### src/rtl/seq_1001_pkg.sv
// seq_1001_pkg: definitions shared by the 1001 link transmitter and detector.
//   state_e          : transmitter FSM state encoding (2 bits, observable on state_out)
//   MARKER_DEFAULT   : default sync marker, sent MSB-first
//   MARKER_W_DEFAULT : default marker width in bits
//   max_u            : elaboration-time maximum helper for sizing counters
package seq_1001_pkg;

    typedef enum logic [1:0] {
        StIdle = 2'd0,
        StMark = 2'd1,
        StData = 2'd2,
        StPar  = 2'd3
    } state_e;

    localparam logic [3:0]  MARKER_DEFAULT   = 4'b1001;
    localparam int unsigned MARKER_W_DEFAULT = 4;

    function automatic int unsigned max_u(input int unsigned a, input int unsigned b);
        return (a > b) ? a : b;
    endfunction

endpackage

### src/rtl/seq_1001_tx_piso_shreg.sv
// piso_shreg: parallel-in serial-out shift register, MSB-first.
//   clk      in  system clock
//   rst_n    in  asynchronous active-low reset, clears the register
//   load_en  in  load par_in (takes priority over shift_en)
//   shift_en in  shift left by one, zero fill
//   par_in   in  parallel word [WIDTH]
//   ser_out  out current MSB
module piso_shreg #(
    parameter int unsigned WIDTH = 8
) (
    input  logic             clk,
    input  logic             rst_n,
    input  logic             load_en,
    input  logic             shift_en,
    input  logic [WIDTH-1:0] par_in,
    output logic             ser_out
);

    logic [WIDTH-1:0] sr_q, sr_d;

    always_comb begin
        sr_d = sr_q;
        if (load_en) begin
            sr_d = par_in;
        end else if (shift_en) begin
            sr_d = sr_q << 1;
        end
    end

    always_ff @(posedge clk or negedge rst_n) begin
        if (!rst_n) begin
            sr_q <= '0;
        end else begin
            sr_q <= sr_d;
        end
    end

    assign ser_out = sr_q[WIDTH-1];

endmodule

### src/rtl/seq_1001_tx.sv
// seq_1001_tx: serial frame transmitter for the 1001 sequence-detector link.
// A payload word accepted on a valid/ready handshake is sent one bit per clock as
// MARKER (MSB-first), then the payload (MSB-first), then optionally an even parity bit.
// Optional feature macro: SEQ_1001_TX_PARITY_EN (adds the parity bit / PAR state).
//   clk       in  system clock, rising edge
//   rst_n     in  asynchronous active-low reset
//   in_valid  in  payload word offered
//   in_data   in  payload word [DATA_W]
//   in_ready  out block can accept a word (IDLE only)
//   tx_bit    out serial output bit, registered; low when idle
//   tx_active out a frame bit is on tx_bit
//   tx_last   out tx_bit holds the final frame bit
//   state_out out current FSM state
module seq_1001_tx
    import seq_1001_pkg::*;
#(
    parameter int unsigned            DATA_W   = 8,
    parameter int unsigned            MARKER_W = MARKER_W_DEFAULT,
    parameter logic [MARKER_W-1:0]    MARKER   = MARKER_W'(MARKER_DEFAULT)
) (
    input  logic              clk,
    input  logic              rst_n,
    input  logic              in_valid,
    input  logic [DATA_W-1:0] in_data,
    output logic              in_ready,
    output logic              tx_bit,
    output logic              tx_active,
    output logic              tx_last,
    output logic [1:0]        state_out
);

    localparam int unsigned     CNT_W     = $clog2(max_u(MARKER_W, DATA_W) + 1);
    localparam logic [CNT_W-1:0] MARK_LAST = CNT_W'(MARKER_W - 1);
    localparam logic [CNT_W-1:0] DATA_LAST = CNT_W'(DATA_W - 1);

    state_e           state_q, state_d;
    logic [CNT_W-1:0] cnt_q, cnt_d;
    logic             tx_bit_q, tx_bit_d;
    logic             sr_load, sr_shift, sr_msb;
    logic [MARKER_W-1:0] mark_next;

`ifdef SEQ_1001_TX_PARITY_EN
    logic par_q, par_d;
`endif

    piso_shreg #(
        .WIDTH (DATA_W)
    ) u_payload (
        .clk      (clk),
        .rst_n    (rst_n),
        .load_en  (sr_load),
        .shift_en (sr_shift),
        .par_in   (in_data),
        .ser_out  (sr_msb)
    );

    // Marker bit (cnt_q + 1) from the MSB lands in the top position.
    assign mark_next = MARKER << (cnt_q + 1'b1);

    always_comb begin
        state_d  = state_q;
        cnt_d    = cnt_q;
        tx_bit_d = 1'b0;
        sr_load  = 1'b0;
        sr_shift = 1'b0;
`ifdef SEQ_1001_TX_PARITY_EN
        par_d    = par_q;
`endif
        case (state_q)
            StIdle: begin
                if (in_valid) begin
                    state_d  = StMark;
                    cnt_d    = '0;
                    tx_bit_d = MARKER[MARKER_W-1];
                    sr_load  = 1'b1;
`ifdef SEQ_1001_TX_PARITY_EN
                    par_d    = ^in_data;
`endif
                end
            end
            StMark: begin
                if (cnt_q == MARK_LAST) begin
                    // Payload MSB goes out next; consume it from the shift register.
                    state_d  = StData;
                    cnt_d    = '0;
                    tx_bit_d = sr_msb;
                    sr_shift = 1'b1;
                end else begin
                    cnt_d    = cnt_q + 1'b1;
                    tx_bit_d = mark_next[MARKER_W-1];
                end
            end
            StData: begin
                if (cnt_q == DATA_LAST) begin
                    cnt_d    = '0;
`ifdef SEQ_1001_TX_PARITY_EN
                    state_d  = StPar;
                    tx_bit_d = par_q;
`else
                    state_d  = StIdle;
`endif
                end else begin
                    cnt_d    = cnt_q + 1'b1;
                    tx_bit_d = sr_msb;
                    sr_shift = 1'b1;
                end
            end
`ifdef SEQ_1001_TX_PARITY_EN
            StPar: begin
                state_d = StIdle;
                cnt_d   = '0;
            end
`endif
            default: begin
                // Reserved encoding (PAR without parity) recovers to IDLE.
                state_d = StIdle;
                cnt_d   = '0;
            end
        endcase
    end

    always_ff @(posedge clk or negedge rst_n) begin
        if (!rst_n) begin
            state_q  <= StIdle;
            cnt_q    <= '0;
            tx_bit_q <= 1'b0;
        end else begin
            state_q  <= state_d;
            cnt_q    <= cnt_d;
            tx_bit_q <= tx_bit_d;
        end
    end

`ifdef SEQ_1001_TX_PARITY_EN
    always_ff @(posedge clk or negedge rst_n) begin
        if (!rst_n) begin
            par_q <= 1'b0;
        end else begin
            par_q <= par_d;
        end
    end

    assign tx_last = (state_q == StPar);
`else
    assign tx_last = (state_q == StData) && (cnt_q == DATA_LAST);
`endif

    assign in_ready  = (state_q == StIdle);
    assign tx_active = (state_q != StIdle);
    assign tx_bit    = tx_bit_q;
    assign state_out = state_q;

endmodule
### config.mk
export PLATFORM = sky130hd
export DESIGN_NAME = seq_1001_tx
export DESIGN_NICKNAME = d
export VERILOG_FILES = /design/src/rtl/seq_1001_pkg.sv /design/src/rtl/seq_1001_tx_piso_shreg.sv /design/src/rtl/seq_1001_tx.sv
export SDC_FILE = /design/constraint.sdc
export NUM_CORES = 1
export LEC_CHECK = 0
export CAP_MARGIN = 40
export CORE_ASPECT_RATIO = 0.8
export CORE_MARGIN = 5
export CORE_UTILIZATION = 49
export DETAILED_ROUTE_END_ITERATION = 8
export PLACE_DENSITY = 0.84
export SLEW_MARGIN = 10
export SYNTH_ARGS = -nofsm -noshare
export SYNTH_HDL_FRONTEND = slang
export SYNTH_HIERARCHICAL = 1
export SYNTH_SLANG_ARGS = --single-unit
export TNS_END_PERCENT = 50
### constraint.sdc
create_clock -name clk -period 1.9 [get_ports clk]
set_input_delay 0.285 -clock clk [delete_from_list [all_inputs] [get_ports clk]]
set_output_delay 0.285 -clock clk [all_outputs]
set_load 0.005 [all_outputs]
==> flow_summary.toml <==
[worst_hold_path]
hold_path.class = "input port to async pin"

[setup_path]
cp-end-kind = "register"
r2r_slack_ns = 0.09
crit_path_start_kind = "register"
cp.required_ns = 2.07
crit_fanout = 8
r2r-end = "u_payload/sr_q[1]"
crit_arrival_ns = 1.98
reg2reg_depth = 7
max_stage_delay_ns = 0.41
cp_cell_sequence = "ha_2 -> and2b_4 -> buf_4 -> a21o_1 -> and3_2 -> mux2i_1 -> o21ai_1"
critPathSlowestCell = "dfrtp_1"
critPathKind = "register to register"
timing.rr.start = "cnt_q[1]"
crit_buf_inv = 1
path_delay_family = "simple AND/OR/NAND/NOR gates"

[power]
total_power_mw = 1.57
power_density_nw_per_um2 = 1400
leakagePower_nw = 0.499
max-vdd-ir-drop_mv = 0.916

[detailed_routing]
wl_met2_um = 1020
wire_per_inst_um = 15.3
drtIter0Drc = 12
drc = 0
wirelength_um = 2040
viasPerCell = 5.41
ant_nets = 0
highest_layer = "met4"
dr_wl_met3_um = 98
first_pass_iters = 4
dr_total_vias = 725
met1_length_um = 874

[finish]
syn_to_final_growth_pct = 28.9
nNetsFinal = 129
final_util_pct = 67.6
n_antenna_cell = 0
layout-drive-gt1-share_pct = 21.4

[synth]
synth-main-ff-cell = "dfrtp_1"
synthCells = 87
synth_async_sr_flop_share_pct = 100
yosysTopAreaCellShare_pct = 43.1
yosys.area.top_type = "dfrtp_1"
synth-edff-count = 0
synth_seq_cells = 15
avgSynthCellArea_um2 = 10.0
synth_warnings = 6
synth.yosys.seq_area_share_pct = 43.1
synthesis.area_um2 = 871
synth_area_leaders = "dfrtp_1, mux2i_1, ha_1"
yosysUniqueCellTypes = 27
synth_nets = 103

[floorplanning]
dieHeight_um = 47.7
die_x_um = 57.1
core_um2 = 1660
start_util_pct = 52.5
std_cell_rows = 13
io_pins = 17
die_area_um2 = 2730

[outcome]
status = "completed"

[clocking]
path_clk_slew_ns = 0.10
clockRootBuffer = "clkbuf_4"
clkSinkCount = 15
htreeDepth = 1
cts_buffers = 3
cts_buffer_depth = 2
postCtsHoldBufs = 0
cts_tree = "yes"
clkLatencyLatePin_ns = 0.30

[grt]
antenna_found_initial = 0
grt_max_degree = 16
grt_pass1_wl_um = 3330
grt_overflow = 0
track_usage_pct = 17.2
grt_pass1_vias = 699

[sta]
maxSlewViolCount = 0
relSlewSlack_pct = 54.3
worst_pin_slew_ns = 0.684
setup_viol = 0
final_min_period_over_clock_period_pct = 95.2
finalHoldViolCount = 0
fmax_mhz = 553
final.setup_skew_ns = 0.00642
fin_crit_ns = 1.81

[job]
maxCapViolCount = 0

[placed_design]
gp_congestion = 0.883
io_buffers = 16
dp_hpwl_um = 1270
[layer usage]
| metal | GRT usage (%) | vias up |
|---|---|---|
| met5 | 0 | - |
| met4 | 12.5 | 0 |
| met3 | 3.23 | 4 |
| met2 | 28.9 | 27 |
| met1 | 20.4 | 345 |
| li1 | - | 349 |
[state kept, by name (all words and copies together) (netlist names)]
name            flops
cnt_q               4
state_out           2
u_payload/sr_q      8
tx_bit              1
[logic make-up (layout without fill, tap and decap cells)]
logic type	after synthesis	after routing	share of synthesized area, %
and+or+nand+nor	29	29	17.0
AOI/OAI and AO/OA	20	20	13.7
DFF	15	15	43.1
muxes	9	9	10.9
buffers and inverters	6	31	5.17
adders and majority gates	5	5	7.18
xor gates and xnor gates	3	3	3.02
[synth_stat cells, drive strengths merged, types with 2 or more instances]
master / n
and3: 2
o21ai: 12
xor2: 2
ha: 5
buf: 3
nand2b: 3
nor2: 4
dfrtp: 15
nand2: 14
mux2i: 8
inv: 3
a21oi: 4
[cell type report]
| cell class | instances | area [um2] |
|---|---|---|
| Tap cell | 22 | 27.5 |
| Inverter | 3 | 11.3 |
| Sequential cell | 15 | 375 |
| Clock buffer | 3 | 22.5 |
| Clock inverter | 1 | 5.00 |
| Timing Repair Buffer | 24 | 221 |
| Multi-Input combinational cell | 66 | 459 |
| Fill cell | 134 | 537 |
[power by group]
| group | leakage (nW) | internal, mW | switching (mW) |
|---|---|---|---|
| Combinational | 0.289 | 0.429 | 0.435 |
| Clock | 0.0177 | 0.0786 | 0.113 |
| Sequential | 0.192 | 0.443 | 0.0713 |
[worst reg2reg max path: cells and delay by family, from the launching register on]
kind,cells,cell delay [ns]
simple gates,2,0.46
compound gates,2,0.27
fa+ha+maj,1,0.19
buf+inv,1,0.14
mux,1,0.20
flops,1,0.41
[stage by stage]
| step | instance area [um2] | setup WS, ns | cells | hold slack, ns | TNS [ns] |
|---|---|---|---|---|---|
| after floorplan | 871 | 0.270 | 87 | -0.0106 | 0 |
| after global placement | 1030 | 0.125 | 123 | 0.500 | 0 |
| after detailed placement | 1030 | -0.00335 | 123 | 0.508 | -0.00335 |
| after CTS | 1120 | 0.00198 | 134 | 0.409 | 0 |
| after global routing | 1120 | -0.00746 | 134 | 0.448 | -0.00746 |
| final | 1120 | 0.0913 | 134 | 0.391 | 0 |
[timing repair]
item                       4_1_cts  5_1_grt
resized for setup                4        4
setup endpoints to repair        4        9
buffers inserted                 7        0
[worst max path at each step]
stage | cells after the start | end | start
floorplan | 7 | u_payload/sr_q[1] | cnt_q[0]
global placement | 6 | u_payload/sr_q[2] | cnt_q[0]
detailed placement | 6 | u_payload/sr_q[1] | cnt_q[0]
CTS | 4 | tx_active | state_out[0]
global route | 7 | u_payload/sr_q[1] | cnt_q[1]
finish | 7 | u_payload/sr_q[1] | cnt_q[1]
[layout by cell type (no fill, tap or decap), types with 3 or more instances in the layout]
master and n:
dfrtp_1 15, nor2_1 3, o21ai_0 4, clkbuf_4 3
clkdlybuf4s50_1 14, nand2_1 14, o21ai_1 8, nand2b_1 3
mux2i_1 8, a21oi_1 3, ha_2 3, buf_4 8
Power figures use the tool's default switching activity.
==> edit: new RTL, config.mk and constraints unchanged <==
Add a define of `SEQ_1001_TX_PARITY_EN`.
--- a/src/rtl/seq_1001_tx.sv
+++ b/src/rtl/seq_1001_tx.sv
@@ -12,4 +12,6 @@
 //   tx_last   out tx_bit holds the final frame bit
 //   state_out out current FSM state
+`define SEQ_1001_TX_PARITY_EN
+
 module seq_1001_tx
     import seq_1001_pkg::*;
Check against the original RTL: same outputs for any inputs over 10 cycles, from zero or initial values and one cycle with rst_n low; that may be too few to reach the edited logic, so the function may still have changed.
==> edit against the unedited design <==
  * Wire length rose by 6.5%
  * Design area up 13%
  * Count of clock-buffer cells in the layout rose by 1
  * Setup slack improved by 3.5 ps
  * Via count up 15%
  * Synthesized cell count grew 20%
  * Global-route usage decreased by 1.2 points
  * Area after synthesis is 16% higher
  * First-iteration DRC count rose by 75%
  * Core utilization decreased by 1.9 points
  * Total power rose by 19%
  * Critical path type unchanged
  * Sequential cell count is 1 higher
  * Non-clock buffer count rose by 1
  * Critical endpoint is now state_out[1]
  * Largest cell class unchanged
==> edit: results <==
export IMPL_status="complete, no violations"
export IMPL_ys_top_cells_by_area="dfrtp_1 40%, mux2i_1 6.9%, xnor2_1 6.9%, ha_1 6.2%, nand2_1 5.6%"
export IMPL_slew_headroom=0.718
export IMPL_slowest_delay_ps=400
export IMPL_grt_usage=0.159
export IMPL_n_antenna_cell=0
export IMPL_cts_buffers=3
export IMPL_firstDrtPassIters=4
export IMPL_drive_gt1_frac=0.140
export IMPL_synth_seq_area_share=0.397
export IMPL_grt_pass1_vias=843
export IMPL_ir_worst_vdd_mv=1.15
export IMPL_grt_max_degree=20
export IMPL_critPathMaxFanout=7
export IMPL_synth_compound_area_frac=0.146
export IMPL_skew_ps=4.88
export IMPL_max_freq_mhz=554
export IMPL_synth_common_cells="16 x dfrtp_1, 15 x nand2_1, 8 x xnor2_1"
export IMPL_cts_htree_levels=1
export IMPL_whs_ps=279
export IMPL_r2r_slack_ps=90
export IMPL_largest_register_ffs=8
export IMPL_yosys_area_share_adder=0.0620
export IMPL_place_congestion=0.892
export IMPL_grt_first_pass_wirelength_um=3670
export IMPL_syn_num_nets=120
export IMPL_r2r_end="state_out[1]"
export IMPL_cts_root_buffer="clkbuf_4"
export IMPL_synth_ff_type="dfrtp_1"
export IMPL_fin_nets=146
export IMPL_synth_xor_area_frac=0.0694
export IMPL_r2r_cells=5
export IMPL_drt_iter0_markers=21
export IMPL_p_leak_nw=0.543
export IMPL_antenna_found_initial=0
export IMPL_synth_area_mux_share=0.0917
export IMPL_place_hpwl_um=1590
export IMPL_antenna_left=0
export IMPL_synth_warnings=6
export IMPL_pre_cts_ws_ps=103
export IMPL_crit_family="flip-flops"
export IMPL_num_vias=836
export IMPL_yosysUniqueCellTypes=33
export IMPL_critPathArrivalTime_ps=1990
export IMPL_port_buffers=16
export IMPL_async_reset_ff_frac=1.00
export IMPL_routed_wl_um=2180
export IMPL_path_clk_slew_ps=100
-- edit: changes by cell type after synthesis, sizes merged, moves of 2 or more --
| cell | delta |
|---|---|
| xnor2 | +7 |
| nand2b | -2 |
| and3 | -2 |
| nor2b | +5 |
| xor2 | -2 |
| nand3 | +3 |
-- edit: stage by stage --
stage	cells	area, um^2	power [mW]
floorplan	104	1010	1.26
global placement	146	1210	1.53
detailed placement	146	1210	1.56
CTS	152	1260	1.86
global route	153	1270	2.01
finish	153	1270	1.87
-- edit: area by class of cell --
type | instances | area, um^2
Tap cell | 24 | 30.0
Timing Repair Buffer | 25 | 228
Fill cell | 168 | 659
Sequential cell | 16 | 400
Inverter | 4 | 15.0
Clock buffer | 4 | 36.3
Multi-Input combinational cell | 80 | 558
-- edit: report_power, final --
group | total (mW) | internal, mW | switching [mW]
registers | 0.557 | 0.482 | 0.0749
logic | 1.08 | 0.555 | 0.521
clock network | 0.234 | 0.117 | 0.117
total | 1.87 | 1.15 | 0.714
-- edit: metal layers --
| metal | share of wire | track usage | vias to the layer above |
|---|---|---|---|
| li1 | - | - | 414 |
| met1 | 0.46 | 0.210 | 398 |
| met2 | 0.49 | 0.260 | 19 |
| met3 | 0.028 | 0.00769 | 5 |
| met4 | 0.023 | 0.0830 | 0 |
| met5 | 0 | 0 | - |
-- edit: worst max-delay path by stage --
stage                            start           endpoint  cells past startpoint
after floorplan               cnt_q[0]       state_out[1]                      5
after global placement        cnt_q[1]       state_out[1]                      5
after detailed placement      cnt_q[1]       state_out[1]                      5
after CTS                 state_out[1]           in_ready                      3
after global routing          cnt_q[1]  u_payload/sr_q[4]                      8
final                         cnt_q[1]       state_out[1]                      5
-- edit: timing repair --
action	4_1_cts	5_1_grt
hold buffers	0	0
buffers inserted	2	1
endpoints found under the setup margin	2	6
gates resized for setup	0	1
